--- src/rtl/demux_router.sv ---
// One-to-many valid/ready router: each accepted beat is steered to the lane
// named by in_sel and held in that lane's one-entry buffer until drained.
module demux_router #(
   parameter int DATA_W    = 2,
   parameter int SEL_W     = 5,
   parameter int NUM_LANES = 32,
   parameter int CNT_W     = 8
) (
   input  logic                          clk,
   input  logic                          rst_n,
   input  logic                          in_valid,
   output logic                          in_ready,
   input  logic [SEL_W-1:0]              in_sel,
   input  logic [DATA_W-1:0]             in_data,
   output logic [NUM_LANES-1:0]          out_valid,
   input  logic [NUM_LANES-1:0]          out_ready,
   output logic [NUM_LANES*DATA_W-1:0]   out_data,
   output logic [CNT_W-1:0]              drop_cnt
);

   typedef enum logic {
      EMPTY = 1'b0,
      FULL  = 1'b1
   } lane_state_e;

   localparam logic [SEL_W:0] LANES_LIM = (SEL_W+1)'(NUM_LANES);

   logic                 sel_in_range;
   logic                 drop;
   logic [NUM_LANES-1:0] sel_hit;
   logic [NUM_LANES-1:0] lane_free;
   logic [NUM_LANES-1:0] load;
   logic [CNT_W-1:0]     drop_cnt_q;
   logic [CNT_W-1:0]     drop_cnt_d;

   // Out-of-range selects are always accepted so a bad producer cannot stall.
   assign sel_in_range = ({1'b0, in_sel} < LANES_LIM);
   assign in_ready     = sel_in_range ? |(sel_hit & lane_free) : 1'b1;
   assign drop         = in_valid & ~sel_in_range;

   for (genvar g = 0; g < NUM_LANES; g++) begin : g_lane
      lane_state_e       state_q;
      lane_state_e       state_d;
      logic [DATA_W-1:0] data_q;
      logic [DATA_W-1:0] data_d;
      logic              lane_valid;

      assign sel_hit[g]   = (in_sel == SEL_W'(g));
      assign lane_free[g] = (state_q == EMPTY) | out_ready[g];
      assign load[g]      = in_valid & in_ready & sel_hit[g];

      // NOTE: data is reset too so out_data reads zero immediately on reset.
      always_ff @(posedge clk or negedge rst_n) begin
         if (!rst_n) begin
            state_q <= EMPTY;
            data_q  <= '0;
         end else begin
            // NOTE: non-blocking so every lane samples the same pre-edge values.
            state_q <= state_d;
            data_q  <= data_d;
         end
      end

      always_comb begin
         // NOTE: defaults first so no path through the case infers a latch.
         state_d = state_q;
         data_d  = data_q;
         if (load[g]) begin
            data_d = in_data;
         end
         unique case (state_q)
            EMPTY: if (load[g]) state_d = FULL;
            FULL: begin
               if (load[g])           state_d = FULL;
               else if (out_ready[g]) state_d = EMPTY;
            end
            default: state_d = EMPTY;
         endcase
      end

      always_comb begin
         lane_valid = (state_q == FULL);
      end

      assign out_valid[g]                 = lane_valid;
      assign out_data[g*DATA_W +: DATA_W] = data_q;
   end

   always_comb begin
      drop_cnt_d = drop_cnt_q;
      if (drop && (drop_cnt_q != '1)) begin
         drop_cnt_d = drop_cnt_q + 1'b1;
      end
   end

   always_ff @(posedge clk or negedge rst_n) begin
      if (!rst_n) begin
         drop_cnt_q <= '0;
      end else begin
         drop_cnt_q <= drop_cnt_d;
      end
   end

   assign drop_cnt = drop_cnt_q;

endmodule

--- config.mk ---
export PLATFORM = sky130hd
export DESIGN_NAME = demux_router
export DESIGN_NICKNAME = d
export VERILOG_FILES = /design/src/rtl/demux_router.sv
export SDC_FILE = /design/constraint.sdc
export NUM_CORES = 1
export LEC_CHECK = 0
export BUFFER_PORTS_ARGS = -buffer_cell sky130_fd_sc_hd__buf_2
export CORE_MARGIN = 2
export CORE_UTILIZATION = 26
export CTS_CLUSTER_DIAMETER = 100
export DETAILED_ROUTE_END_ITERATION = 10
export PLACE_DENSITY = 0.54
export SLEW_MARGIN = 20
export SYNTH_ARGS = -nofsm -noshare
export SYNTH_HDL_FRONTEND = slang
export SYNTH_SLANG_ARGS = --single-unit
--- constraint.sdc ---
create_clock -name clk -period 4.2 [get_ports clk]
set_input_delay 0.84 -clock clk [delete_from_list [all_inputs] [get_ports clk]]
set_output_delay 0.84 -clock clk [all_outputs]
set_load 0.05 [all_outputs]
# Word-level counts from Yosys, hierarchy flattened
# Index checks and enable logic that the tools add are counted.
[word_totals]
ff_bits = 96
in_bits = 42
out_inout_bits = 105
word_cells = 323
[op_classes]
eq_ne = 31
mux = 128
bitwise_logic = 98
reduce_logical = 2
[ops]
columns = ["op", "n"]
rows = [
  ["$mux W1", 96],
  ["$eq A5 B5 Y1 const B", 16],
  ["$pmux W1 S2", 32],
  ["$eq A5 B4 Y1 const B", 8],
  ["$and A1 B1 Y1", 33],
  ["$and A32 B32 Y32", 1],
  ["$not A1 Y1", 32],
  ["$or A1 B1 Y1", 32],
  ["$reduce_or A32 Y1", 1],
  ["$eq A5 B3 Y1 const B", 4],
  ["$eq A5 B2 Y1 const B", 2],
  ["$eq A5 B1 Y1 const B", 1],
  ["$logic_not A5 Y1", 1],
]

# Depth between registers and ports, before layout
# Gate-level depths: netlist of run 1.
[depth]
depth_word = 8
depth_mapped = 11
mapped_depth_nobuf = 7

# Least setup slack after synthesis of run 1
# Ideal clock, no wire load.
[synth_path]
path_kind = "input port to output port"
startpoint = "input port in_sel[2]"
endpoint = "output port in_ready"
arrival_ns = 2.615
t_required_ns = 3.360
slack_ns = 0.745
stages = 10
n_path_buf = 4
path_cell_list = "buf_4 buf_2 nand3b_1 o311ai_1 a21oi_1 a211o_1 a2111oi_4 buf_6 buf_6 inv_1"
[synth_via]
elab_chain_len = 3
word_cells_on_any_way = 34
cone_classes = "eq/ne (31); bitwise (1); reduce/logical (2)"
[synth_lines]
columns = ["item", "line_no", "rtl"]
rows = [
  ["start: declaration", "13", "input logic [SEL_W-1:0] in_sel,"],
  ["$eq A5 B1 Y1, or another cell as far along", "48", "assign sel_hit[g] = (in_sel == SEL_W'(g));"],
  ["$and A32 B32 Y32 (*)", "38", "assign in_ready = sel_in_range ? |(sel_hit & lane_free) : 1'b1;"],
  ["$reduce_or A32 Y1 (*)", "38", ""],
  ["end: declaration", "12", "output logic in_ready,"],
]
# Every way passes the cells marked *; elsewhere a longest branch is shown, timed or not.

# Final worst setup path of run 1
# Same ends and word-level chain as after synthesis.

==> impl_metrics.yaml, run 1 <==
worst_setup_path:
  cpPeakStageDelay_ns: 0.44
  cp_num_cells: 8
  required_ns: 3.36
  critical_path_class: "in -> out"
  path_cells: "buf_2 > nand2b_1 > or2_1 > o221a_2 > o2111ai_2 > a2111oi_4 > inv_1 > buf_2"
  path_buf_inv: 3
  cp_common_cell: "buf_2"
  r2r_cells: 8
  ff2ff_setup_slack_ns: 1.41
  path_max_fanout: 20
  endpoint_kind: "output port"
  path_delay_family: "compound AO/OA/AOI/OAI gates"
  cp.arrival_ns: 2.91
  cp-start-kind: "primary input"
  crit_path_top_delay_cell: "a2111oi_4"
layout:
  layout.nets: 530
  drive_gt1_share_pct: 43.8
  num_antenna_cells: 0
  area_delta_synth_final_pct: 21.1
outcome:
  outcome: "completed"
floorplanning:
  die_area_um2: 18600
  die_h_um: 136
  start_util_pct: 26.5
  die_w_um: 136
  boundaryPins: 147
  core_area_um2: 17200
  core.rowCount: 48
synthesis:
  synth_top_family_by_area: "multiplexers"
  netlist_area_um2: 4540
  synthMuxAreaShare_pct: 15.9
  synth_top_area_cell: "dfrtp_1"
  seq_area_frac_synth_pct: 52.9
  syn_inst: 385
  synth_enable_flop_cells: 0
  ys_ff_latch: 96
  synth_top_cells_by_area: "dfrtp_1 (53%), mux2_2 (10%), buf_4 (6.9%)"
  synthArstFlopShare_pct: 100
  synth_xor_area_share_pct: 0
  synth-compound-area-share_pct: 6.11
  synthAdderAreaFrac_pct: 0
  syn_area_per_cell_um2: 11.8
  yosysTopAreaCellShare_pct: 52.9
  yosysWarnings: 0
  synthFlopType: "dfrtp_1"
  synth_cell_types: 43
  synthSimpleGateAreaFrac_pct: 15.3
placed_design:
  place.gp.congestion: 0.873
  io_buffer_count: 138
  hpwl_um: 9910
pwr:
  vdd_drop_max_uv: 210
  power_density_nw_per_um2: 522
  p_leak_nw: 2.82
timing:
  rsz0062_at_grt: "no"
  min_period_over_period_pct: 89.3
  hold_slack_ns: 0.487
  worst_pin_slew_ns: 0.948
  setup_viol: 0
  fin_tns_setup_ns: 0
  timing.final.hold_violations: 0
  clock_skew_ns: 0.00761
  final_max_slew_viol_count: 0
  max_freq_mhz: 267
  maxSlewHeadroom_pct: 36.8
  fin_crit_ns: 3.75
cts:
  cts-root-buf: "clkbuf_16"
  cts_setup_buffers: 0
  cts_max_path_buffers: 2
  cts_hold_buffers: 0
  clock_latency_ns: 0.35
  cts.htree.levels: 3
  clkSlewWorstSetupHoldPaths_ns: 0.07
  cts_resized: 0
  clkSinkCount: 96
  cts_tree: "done"
  cts_buffers: 9
route:
  drc: 0
  drtPass1Iterations: 5
  vias: 3298
  avgViaCountPerCell: 4.59
  routedWlPerCell_um: 18.4
  detail-route-antenna-nets: 0
  drtIter0Drc: 132
  postRouteWirelength_um: 13200
hold_path:
  holdPathStages: 1
  hp-class: "reg -> reg"
grt:
  grt_max_degree: 74
  grt_overflow: 0
  grt_pass1_vias: 3393
  grt_pass1_wl_um: 20000
  grt_antenna_before_repair: 1
  track_usage_pct: 14.7
flow_run:
  maxCapViolCount: 0
-- power by group --
group          switching [mW]  internal, mW  total (mW)
Combinational           0.656         0.204       0.860
Sequential             0.0678          1.05        1.12
Clock                   0.355         0.539       0.894
-- cells in the mapped netlist (2+ instances only) --
master    number
buf_2          6
nor4_1         3
nand4_1        2
dfrtp_1       96
nor2_1         2
nand2_1        7
mux2_1        22
buf_4         42
or3_1         10
buf_6          2
nor2b_1       21
a21oi_1        4
clkbuf_1       6
o31ai_1        2
inv_1         13
nand2b_1      18
a21o_1         2
nand3_1        7
nor3_1        20
o22ai_1        6
nand3b_1       3
nor4b_1        2
mux2_2        42
or2_2         13
o21ai_0       10
nand4b_1       4
or4_1          2
or2_1          3
-- registers in the layout, summed over array words and instances, names as in the netlist --
signal,count
g_lane.lane_valid,32
g_lane.data_q,64
-- cell usage in the layout (no fill, tap or decap), types with 8 or more instances in the layout --
master / instances
dfrtp_1: 96
or2_2: 13
conb_1: 8
nand2b_1: 18
or3_1: 10
clkbuf_16: 9
buf_2: 137
o21ai_0: 10
inv_1: 13
nor2b_1: 21
mux2_1: 22
nor3_1: 20
mux2_2: 42
-- stage by stage --
step	power, mW	util (%)	setup WS (ns)	cell area [um2]	instances
floorplan	1.78	-	0.745	4570	392
global placement	1.99	30.2	0.564	5180	702
finish	2.87	32.0	0.451	5500	718
CTS	2.91	32.0	0.476	5500	718
global route	3.01	32.0	0.281	5500	718
detailed placement	2.00	30.2	0.506	5180	702
-- final timing paths --
path	startpoint	to
min in group asynchronous	rst_n	g_lane[30].data_q[1]$_DFFE_PN0P_
setup reg to reg	g_lane[6].lane_valid$_DFF_PN0_	g_lane[1].data_q[0]$_DFFE_PN0P_
hold reg to reg	g_lane[9].data_q[0]$_DFFE_PN0P_	g_lane[9].data_q[0]$_DFFE_PN0P_
max in group asynchronous	rst_n	g_lane[7].data_q[1]$_DFFE_PN0P_
hold / removal	g_lane[9].data_q[0]$_DFFE_PN0P_	g_lane[9].data_q[0]$_DFFE_PN0P_
setup / recovery	in_sel[2]	in_ready
-- layout make-up --
type / count / area, um2
flip-flops and latches: 96 / 2400
clock buffers: 11 / 243
multi-input cells: 226 / 1730
well taps: 225 / 282
inverters: 13 / 48.8
fillers: 1800 / 11700
clock inverters: 5 / 78.8
repair buffers: 142 / 723
-- layer usage --
layer / GRT usage, % / part of all wire (%)
met1: 19.7 / 44
met2: 22.9 / 47
met3: 4.62 / 8.0
met4: 3.76 / 1.3
met5: 0 / 0
-- cells by family after synthesis --
kind of cell	count (synthesis)
flip-flops	96
AO/OA/AOI/OAI	37
AND/OR/NAND/NOR	117
buffers and inverters	70
other	1
multiplexers	64
No activity file was read; power rests on OpenSTA's default activity.
==> inputs of run 2 (changes only) <==
--- a/config.mk
+++ b/config.mk
@@ -5,12 +5,13 @@
 export SDC_FILE = /design/constraint.sdc
 export NUM_CORES = 1
 export LEC_CHECK = 0
+export ABC_AREA = 1
 export BUFFER_PORTS_ARGS = -buffer_cell sky130_fd_sc_hd__buf_2
 export CORE_MARGIN = 2
 export CORE_UTILIZATION = 26
 export CTS_CLUSTER_DIAMETER = 100
 export DETAILED_ROUTE_END_ITERATION = 10
-export PLACE_DENSITY = 0.54
+export PLACE_DENSITY = 0.53
 export SLEW_MARGIN = 20
 export SYNTH_ARGS = -nofsm -noshare
 export SYNTH_HDL_FRONTEND = slang
==> impl_metrics.yaml, run 2 <==
pwr:
  vdd_drop_max_uv: 178
  p_leak_nw: 3.46
  power_density_nw_per_um2: 502
route:
  drc: 0
  vias: 4300
  avgViaCountPerCell: 4.53
  drtIter0Drc: 228
  drtPass1Iterations: 5
  detail-route-antenna-nets: 0
  routedWlPerCell_um: 15.3
  postRouteWirelength_um: 14500
synthesis:
  synth_top_cells_by_area: "dfrtp_1 (49%), nand2_1 (18%), nand4_1 (9.5%)"
  synthAdderAreaFrac_pct: 0
  synthSimpleGateAreaFrac_pct: 37.4
  yosysTopAreaCellShare_pct: 49.5
  ys_ff_latch: 96
  yosysMostFrequentCell: "nand2_1"
  yosysWarnings: 0
  seq_area_frac_synth_pct: 49.5
  syn_area_per_cell_um2: 7.78
  synth_top_area_cell: "dfrtp_1"
  synth_xor_area_share_pct: 0
  synth_top_family_by_area: "simple AND/OR/NAND/NOR gates"
  syn_inst: 624
  synth_commonest_cells: "nand2_1 (227), dfrtp_1 (96), nand4_1 (74)"
  synth_cell_types: 17
  synthMuxAreaShare_pct: 0
  synth_enable_flop_cells: 0
  synth-compound-area-share_pct: 0
  netlist_area_um2: 4860
  synthFlopType: "dfrtp_1"
  synthArstFlopShare_pct: 100
worst_setup_path:
  required_ns: 3.36
  path_max_fanout: 23
  cp-start-kind: "primary input"
  endpoint_kind: "output port"
  cp.arrival_ns: 2.38
  r2r_cells: 11
  critical_path_class: "in -> out"
layout:
  layout_common_cells: "nand2_1 (227), buf_2 (137), dfrtp_1 (96), nand4_1 (74), nand3_1 (50)"
  area_delta_synth_final_pct: 18.9
  largest_reg_flops: 64
  layout.nets: 757
  multi_input_area_um2: 1850
  drive_gt1_share_pct: 23.3
  fillCellCount: 2034
  registers.top_by_ff_count: "g_lane.data_q"
  layout.cells.most_common: "nand2_1"
  instances_no_fill: 950
  regArea_um2: 2400
timing:
  min_period_over_period_pct: 76.7
  rsz0062_at_grt: "no"
  fin_tns_setup_ns: 0
  worst_pin_slew_ns: 0.848
  max_freq_mhz: 310
  maxSlewHeadroom_pct: 43.5
  setup_viol: 0
  final_max_slew_viol_count: 0
  fin_crit_ns: 3.22
  clock_skew_ns: 0.00926
  timing.final.hold_violations: 0
floorplanning:
  core_area_um2: 18100
  die_w_um: 141
  core.rowCount: 49
  start_util_pct: 26.8
  die_area_um2: 19800
  boundaryPins: 147
  die_h_um: 141
cts:
  clkSinkCount: 96
  cts-root-buf: "clkbuf_16"
  cts.htree.levels: 3
  clock_latency_ns: 0.35
  clkSlewWorstSetupHoldPaths_ns: 0.06
  cts_resized: 0
  cts_tree: "done"
  cts_hold_buffers: 0
  cts_buffers: 9
  cts_max_path_buffers: 2
  cts_setup_buffers: 0
placed_design:
  place.gp.congestion: 0.868
  dpl.cell_count: 933
  hpwl_um: 10800
  io_buffer_count: 138
grt:
  grt_pass1_wl_um: 22700
  grt_pass1_vias: 4021
  grt_antenna_before_repair: 1
  grt_overflow: 0
  track_usage_pct: 14.8
  grt_max_degree: 97
hold_path:
  holdPathStages: 2
  hp-class: "reg -> reg"
flow_run:
  maxCapViolCount: 0
outcome:
  outcome: "completed"
-- run 2: cell types whose count changed in the layout (fill, tap and decap cells not counted), moves of 12 or more --
cell      change
nand3_1      +43
nor2_1       +40
mux2_2       -42
nand4_1      +72
nor2b_1      -21
nand2b_1     -18
inv_1        +32
or2_2        -12
nand2_1     +220
mux2_1       -22
-- run 2: routing by layer --
metal / up-vias / global-route usage, % / wire (um) / share of wire (%)
met5: - / 0 / 0 / 0
met2: 133 / 24.1 / 6890 / 47
met1: 1992 / 19.6 / 6610 / 46
met4: 0 / 3.95 / 182 / 1.3
met3: 9 / 3.91 / 838 / 5.8
li1: 2166 / - / - / -
-- run 2: path summary, 6_finish.rpt --
path                                             startpoint                                to  slack (ns)
hold reg to reg            g_lane[31].data_q[1]$_DFFE_PN0P_  g_lane[31].data_q[1]$_DFFE_PN0P_        0.47
setup / recovery                                  in_sel[4]                          in_ready        0.98
setup reg to reg             g_lane[3].lane_valid$_DFF_PN0_  g_lane[30].data_q[1]$_DFFE_PN0P_        1.94
min in group asynchronous                             rst_n  g_lane[25].data_q[1]$_DFFE_PN0P_        0.57
hold / removal             g_lane[31].data_q[1]$_DFFE_PN0P_  g_lane[31].data_q[1]$_DFFE_PN0P_        0.47
max in group asynchronous                             rst_n   g_lane[5].data_q[0]$_DFFE_PN0P_        2.85
-- run 2: cell families after synthesis --
kind of cell | after synthesis
other cells | 1
flops | 96
simple gates | 409
buf+inv | 118
-- run 2: worst max-delay path: stages --
cell,delay (ns)
buf_2,0.10
inv_1,0.50
nor2_1,0.20
nand2_1,0.12
nand2_1,0.05
nor2_1,0.10
nand2_1,0.05
nor2_1,0.11
nand2_2,0.07
buf_2,0.23
-- run 2: layout make-up --
cell class	count	share of cell area (%)
Antenna cell	1	0.0433
Clock buffer	12	4.61
Clock inverter	4	0.888
Inverter	45	2.92
Multi-Input combinational cell	417	31.9
Sequential cell	96	41.6
Tap cell	229	4.96
Timing Repair Buffer	146	13.0
-- run 2: report_power, final --
| part | internal, mW | switching (mW) | total, mW |
|---|---|---|---|
| clock network | 0.511 | 0.362 | 0.872 |
| logic | 0.171 | 0.731 | 0.902 |
| registers | 1.05 | 0.0744 | 1.12 |
-- run 2: stage by stage --
stage | hold slack [ns] | cell area [um2] | util (%) | total power, mW | setup WS, ns
final | 0.468 | 5780 | 31.8 | 2.90 | 0.977
after global routing | 0.493 | 5780 | 31.8 | 3.04 | 0.840
after CTS | 0.472 | 5770 | 31.8 | 2.93 | 0.959
after detailed placement | 0.455 | 5460 | 30.1 | 2.05 | 0.888
after global placement | 0.453 | 5460 | 30.1 | 2.05 | 0.909
after floorplan | 0.469 | 4880 | - | 1.83 | 1.37
